`src/rtl/cmd_stream_decoder.sv`:
```
// Framed command decoder: assembles multi-byte channel codes or a one-byte index
// from a strobed byte stream, with inter-byte timeout and error reporting.
module cmd_stream_decoder #(
  parameter int         CODE_BYTES = 4,
  parameter int         N_CH       = 4,
  parameter int         CH_W       = 2,
  parameter int         TIMEOUT    = 1000,
  parameter logic [7:0] OP_CODE    = 8'h01,
  parameter logic [7:0] OP_INDEX   = 8'h02
) (
  input  logic                    iClk,
  input  logic                    iRst,
  input  logic [7:0]              imData,
  input  logic                    imData_Valid,
  output logic [8*CODE_BYTES-1:0] oCode,
  output logic [CH_W-1:0]         oCode_Ch,
  output logic                    oCode_Ready,
  output logic [7:0]              oIndex,
  output logic                    oIndex_Ready,
  output logic                    oErr,
  output logic [1:0]              oErr_Code,
  output logic                    oBusy
);
  localparam int CW = 8 * CODE_BYTES;
  localparam int BW = (CODE_BYTES > 1) ? $clog2(CODE_BYTES) : 1;
  localparam int TW = (TIMEOUT > 0) ? $clog2(TIMEOUT + 1) : 1;
  localparam logic [BW-1:0] CNT_LAST = BW'(CODE_BYTES - 1);
  localparam logic [TW-1:0] TO_LAST  = (TIMEOUT > 0) ? TW'(TIMEOUT - 1) : '0;
  localparam logic [TW-1:0] TO_MAX   = TW'(TIMEOUT);

  typedef enum logic [1:0] {IDLE, CHAN, PAYLOAD, INDEX} state_t;

  state_t          state, state_nxt;
  logic [BW-1:0]   cnt, cnt_nxt;
  logic [TW-1:0]   tcnt, tcnt_nxt;
  logic [CW-1:0]   shadow, shadow_nxt;
  logic [CH_W-1:0] ch, ch_nxt;
  logic            commit_code, commit_index, err;
  logic [1:0]      err_code;
  logic            chan_ok, timeout_hit;

  assign chan_ok     = 32'(imData) < N_CH;
  // Fires on the edge where the idle count would reach TIMEOUT; a byte on that edge wins.
  assign timeout_hit = (TIMEOUT > 0) && (state != IDLE) && !imData_Valid && (tcnt == TO_LAST);
  assign oBusy       = (state != IDLE);

  always_comb begin
    state_nxt    = state;
    cnt_nxt      = cnt;
    ch_nxt       = ch;
    shadow_nxt   = shadow;
    commit_code  = 1'b0;
    commit_index = 1'b0;
    err          = 1'b0;
    err_code     = 2'd0;
    if (imData_Valid || state == IDLE) tcnt_nxt = '0;
    else if (tcnt != TO_MAX)           tcnt_nxt = tcnt + 1'b1;
    else                               tcnt_nxt = tcnt;

    if (imData_Valid) begin
      unique case (state)
        IDLE: begin
          if (imData == OP_CODE)       state_nxt = CHAN;
          else if (imData == OP_INDEX) state_nxt = INDEX;
          else begin
            err      = 1'b1;
            err_code = 2'd1;
          end
        end
        CHAN: begin
          if (chan_ok) begin
            state_nxt = PAYLOAD;
            ch_nxt    = imData[CH_W-1:0];
            cnt_nxt   = '0;
          end else begin
            state_nxt = IDLE;
            err       = 1'b1;
            err_code  = 2'd2;
          end
        end
        PAYLOAD: begin
          for (int k = 0; k < CODE_BYTES; k++)
            if (cnt == BW'(k)) shadow_nxt[8*k +: 8] = imData;
          if (cnt == CNT_LAST) begin
            commit_code = 1'b1;
            state_nxt   = IDLE;
          end else begin
            cnt_nxt = cnt + 1'b1;
          end
        end
        INDEX: begin
          commit_index = 1'b1;
          state_nxt    = IDLE;
        end
        default: state_nxt = IDLE;
      endcase
    end else if (timeout_hit) begin
      state_nxt = IDLE;
      tcnt_nxt  = '0;
      err       = 1'b1;
      err_code  = 2'd3;
    end
  end

  always_ff @(posedge iClk or posedge iRst) begin
    if (iRst) begin
      state  <= IDLE;
      cnt    <= '0;
      tcnt   <= '0;
      ch     <= '0;
      shadow <= '0;
    end else begin
      state  <= state_nxt;
      cnt    <= cnt_nxt;
      tcnt   <= tcnt_nxt;
      ch     <= ch_nxt;
      shadow <= shadow_nxt;
    end
  end

  // Registered commit: data and its pulse appear together one cycle after the final byte.
  always_ff @(posedge iClk or posedge iRst) begin
    if (iRst) begin
      oCode        <= '0;
      oCode_Ch     <= '0;
      oCode_Ready  <= 1'b0;
      oIndex       <= '0;
      oIndex_Ready <= 1'b0;
      oErr         <= 1'b0;
      oErr_Code    <= 2'd0;
    end else begin
      oCode_Ready  <= commit_code;
      oIndex_Ready <= commit_index;
      oErr         <= err;
      if (commit_code) begin
        oCode    <= shadow_nxt;
        oCode_Ch <= ch;
      end
      if (commit_index) oIndex <= imData;
      if (err) oErr_Code <= err_code;
    end
  end
endmodule
```
`config.mk`:
```
export PLATFORM = sky130hd
export DESIGN_NAME = cmd_stream_decoder
export DESIGN_NICKNAME = d
export VERILOG_FILES = /design/src/rtl/cmd_stream_decoder.sv
export SDC_FILE = /design/constraint.sdc
export NUM_CORES = 1
export LEC_CHECK = 0
export CELL_PAD_IN_SITES_DETAIL_PLACEMENT = 0
export CELL_PAD_IN_SITES_GLOBAL_PLACEMENT = 1
export CORE_ASPECT_RATIO = 0.6
export CORE_MARGIN = 2
export CORE_UTILIZATION = 30
export DETAILED_ROUTE_END_ITERATION = 16
export HOLD_SLACK_MARGIN = 0.15
export PLACE_DENSITY_LB_ADDON = 0.1
export SLEW_MARGIN = 20
export SYNTH_ARGS = -nofsm -noshare
export SYNTH_HDL_FRONTEND = slang
export SYNTH_SLANG_ARGS = --single-unit
export TNS_END_PERCENT = 20
```
`constraint.sdc`:
```
create_clock -name iClk -period 7.05 [get_ports iClk]
set_clock_uncertainty 0.1 [all_clocks]
set_input_delay 1.0575 -clock iClk [delete_from_list [all_inputs] [get_ports iClk]]
set_output_delay 1.0575 -clock iClk [all_outputs]
set_load 0.005 [all_outputs]
```
* Word-level counts from Yosys, hierarchy flattened
Cells that the tools add are included.
Storage, ports and cells: register bits 95, output and inout port bits 48, word-level logic and storage cells 78
Operators by class: add/subtract/negate cells 2, magnitude comparators 1, equal/unequal tests 14, multiplexer cells 37, reduce and logical (&&, ||, !) cells 12
Operators by type and width (count):
- $mux W32 | 2
- $mux W10 | 4
- $mux W8 | 4
- $mux W2 | 11
- $mux W1 | 12
- $add A10 B1 Y10 const B | 1
- $eq A10 B10 Y1 const B | 1
- $ne A10 B10 Y1 const B | 1
- $eq A2 B2 Y1 const B | 4
- $eq A8 B1 Y1 const B | 1
- $eq A8 B2 Y1 const B | 1
- $lt A8 B3 Y1 const B | 1
- $pmux W2 S2 | 2
- $pmux W2 S4 | 1
- $reduce_and A3 Y1 | 2
- $reduce_bool A2 Y1 | 3
- $eq A2 B1 Y1 const B | 2
- $logic_not A2 Y1 | 2
- $ne A2 B2 Y1 const B | 2
- $ne A4 B2 Y1 const B | 1
- $reduce_and A4 Y1 | 1
- $ne A3 B3 Y1 const B | 1
- $add A2 B1 Y2 const B | 1
- $logic_and A1 B1 Y1 | 2
- other kinds (3) | 3

* Logic depth before layout (Yosys ltp)
depth in word-level cells 5, depth in mapped cells 7, mapped depth without buffers 6

* Worst setup path before layout
No wires, ideal clock.
path type input-to-reg, from input port imData[4], to register ch[0], library setup time 125 ps, arrival 2396 ps, data required time 6825 ps, slack 4429 ps, stages 3, cells stage by stage or4_4 -> or4_4 -> mux2_4
On the way: longest elaborated chain between the ends 2
Ends and longest elaborated chain:
- start: declaration | RTL line 13 | input logic [7:0] imData,
- $lt A8 B3 Y1 | RTL line 42 | assign chan_ok = 32'(imData) < N_CH;
- $reduce_and A3 Y1 (no source line)
- end signal: assignment | RTL line 116 | ch <= ch_nxt;
- end: declaration | RTL line 37 | logic [CH_W-1:0] ch, ch_nxt;
No other way between the ends. A chain may end at the register's enable or synchronous reset.

* Worst setup path after layout
from input port imData_Valid, to register oCode[18]
On the way: longest elaborated chain between the ends 1
Ends and longest elaborated chain:
- start: declaration | RTL line 14 | input logic imData_Valid,
- $mux W32 or $mux W1 (tied branches) | RTL line 60 | if (imData_Valid) begin
- end signal: assignment | RTL line 136 | oCode <= shadow_nxt;
- end: declaration | RTL line 15 | output logic [8*CODE_BYTES-1:0] oCode,
Parallel ways exist; a longest one is shown, timed or not.

==> key figures <==
Final layout
  – N_diodes: 0
  – Sequential cell area: between 2000 and 2500 µm²
  – Commonest non-fill, non-tap cell in the layout: dfrtp_1
  – Nets: 353
  – Share of cells above drive strength 1: a little under a quarter
  – Footprint of the multi-input gates: 1280 µm²
  – Commonest cells after routing, fill and taps aside: dfrtp_1 (87), clkdlybuf4s50_1 (58), mux2_2 (56), nand2_1 (41)
  – Fill cells: 1133
  – Area Growth Syn to Fin: 30.2%

Global routing
  – Tot GR Track Use: 13.7%
  – Pin count of the biggest net entering global routing: 59
  – Overflow after GRT: 0
  – Antenna violations before repair: 0
  – First-pass GRT wire length: 12600 µm
  – Vias in the first global route: 2241

CTS
  – Clock Tree Buf Depth: 2
  – H-tree depth: 3
  – Clk_lat worst skew: 0.33 ns
  – CTS tree: built
  – Hold_buf cts: 0
  – Clock slew at reported path FFs: 0.06 ns
  – CTS root buf: clkbuf_16
  – CTS Sinks: between 80 and 90
  – Post-CTS resize count: 0
  – Total CTS buffers: 9
  – Post-CTS setup buffer count: 0

Synth
  – Avg Cell Area, Syn: 12.9 µm²
  – Syn Inst Count: ~270
  – Synth warnings: 0
  – Number of synthesized register bits: 87
  – Syn nets: 291
  – Post-synth ARST share: 100%
  – Sequential area share after synthesis: between 60% and 70%
  – Synth Cell Area: ~3500 µm²
  – Post-synth cell types: 35
  – Post-synth EDFFs: 0
  – Ys flop type: dfrtp_1

Floorplanning
  – Die area: ~13000 µm²
  – Row count: 30
  – Initial Utilization: 31.0%
  – Chip Width: 144 µm
  – Die H: 88.1 µm
  – Core area: 11400 µm²
  – Ports: 59

Timing
  – Max-slew violation count: 0
  – Setup-failing EPs final: 0
  – Period utilization: between 40 and 50%
  – Max Clock Freq: 319 MHz
  – Final setup TNS: 0 ns
  – Min Hold Slack: 0.384 ns
  – RSZ-0062 raised after global routing: false
  – Rel. slew slack: 50.1%
  – Worst slew pin tran: roughly 0.75 ns
  – Min cycle time layout: approximately 3.1 ns
  – Fin. Hold Viols: 0

Routing
  – DR WL/cell: 15.8 µm
  – Drt pass-1 iters: 4
  – Max layer used: met4
  – Routed wl met3: 409 µm
  – Post-route DRC: 0
  – DRT iter0 DRCs: approximately 120
  – Met2 WL: 3200 µm
  – Met1 wire length: 4240 µm
  – Total wire length: approximately 8000 µm
  – DR vias/cell: 4.42
  – Via count: 2212
  – Post-DRT Antenna Nets: 0

Critical path
  – Worst path slowest cell: inv_2
  – Crit Path Max Fanout: 35
  – Crit-path max cell delay: ~0.65 ns
  – Kind of critical path: in2reg
  – Worst-path cell chain: clkdlybuf4s50_1 > and3b_1 > nand2_1 > inv_2 > mux2_2
  – CP arrival: roughly 3.3 ns
  – Setup crit start kind: input port
  – R2R Setup Slk: around 4.7 ns
  – Req. time, crit path: 7.17 ns
  – CP Capture Type: register

Place
  – HPWL after DPL: 5360 µm
  – GPL Wtd Cong: 0.774
  – Number of I/O port buffers: 58

Pwr
  – Cell Pwr Density: approximately 340 nW/µm²
  – Max VDD drop: 0.000137 V
  – Cell leakage power: 2.11 nW

Min path
  – Hold Crit Class: reg2reg

Run
  – Max_cap viols: 0

Outcome
  – Status: finished clean
==> per-stage QoR <==
step           worst slack [ns]  area (µm²)  util [%]  std cells  total power, mW
2_1_floorplan              3.64        3540         -        274            0.875
3_3_place_gp               3.58        4290      37.6        485             1.07
3_5_place_dp               3.52        4290      37.6        485             1.08
4_1_cts                    3.87        4610      40.4        501             1.58
5_1_grt                    3.71        4610      40.4        501             1.65
6_report                   3.92        4610      40.4        501             1.55
==> critical path: cells and delay by family <==
family	cells	cell delay (ns)
buf+inv	2	1.22
simple gates	2	0.55
mux	1	0.41
==> routing by layer <==
layer | vias to the layer above | GRT usage [%]
met4 | 0 | 4.24
met2 | 49 | 18.8
met3 | 10 | 4.65
met1 | 1096 | 20.4
met5 | - | 0
li1 | 1057 | -
==> final timing paths <==
path,start,endpoint,cells after the start
setup / recovery,imData_Valid,oCode[18]$_DFFE_PP0P_,5
hold / removal,oCode[24]$_DFFE_PP0P_,oCode[24]$_DFFE_PP0P_,2
setup reg to reg,state[0]$_DFFE_PP0P_,oCode[18]$_DFFE_PP0P_,4
hold reg to reg,oCode[24]$_DFFE_PP0P_,oCode[24]$_DFFE_PP0P_,2
max in group asynchronous,iRst,shadow[19]$_DFF_PP0_,3
min in group asynchronous,iRst,oCode[0]$_DFFE_PP0P_,2
==> Yosys cell counts, types with 3 or more instances <==
library cell	instances	area (µm²)
buf_2	3	15.0
clkbuf_1	5	18.8
dfrtp_1	87	2180
ha_1	6	75.1
inv_1	12	45.0
mux2_2	56	631
nand2_1	41	154
nand2b_1	3	18.8
nand3_1	8	40.0
nor2_1	11	41.3
nor4_1	3	18.8
xnor2_1	5	43.8
xor2_1	4	35.0
==> flip-flops by register name (all words and copies together), names as in the netlist <==
name	count
oErr	1
shadow	24
cnt	2
oCode_Ch	2
oIndex_Ready	1
tcnt	10
oCode	32
ch	2
oIndex	8
state	2
oErr_Code	2
oCode_Ready	1
==> cells by family after synthesis <==
kind of cell / count (synthesis) / synth area share [%]
AND/OR/NAND/NOR: 79 / 10.4
flip-flops: 87 / 61.5
AO/OA/AOI/OAI: 13 / 2.48
multiplexers: 59 / 19.0
XOR/XNOR: 9 / 2.23
buffers and inverters: 21 / 2.33
adder cells (fa/ha/maj): 6 / 2.12
==> power breakdown <==
| part | internal (mW) | total [mW] | switching (mW) |
|---|---|---|---|
| Combinational | 0.228 | 0.360 | 0.133 |
| Sequential | 0.639 | 0.704 | 0.0657 |
| Clock | 0.304 | 0.490 | 0.186 |
| Total | 1.17 | 1.55 | 0.385 |
==> cell type report <==
cell class	count	area share (%)
clock buffer	14	5.95
clock inverter	2	0.815
inverter	13	1.09
multi-input combinational	166	27.8
sequential	87	47.3
tap	160	4.35
timing repair buffer	59	12.8
(Power assumes the default switching activity.)
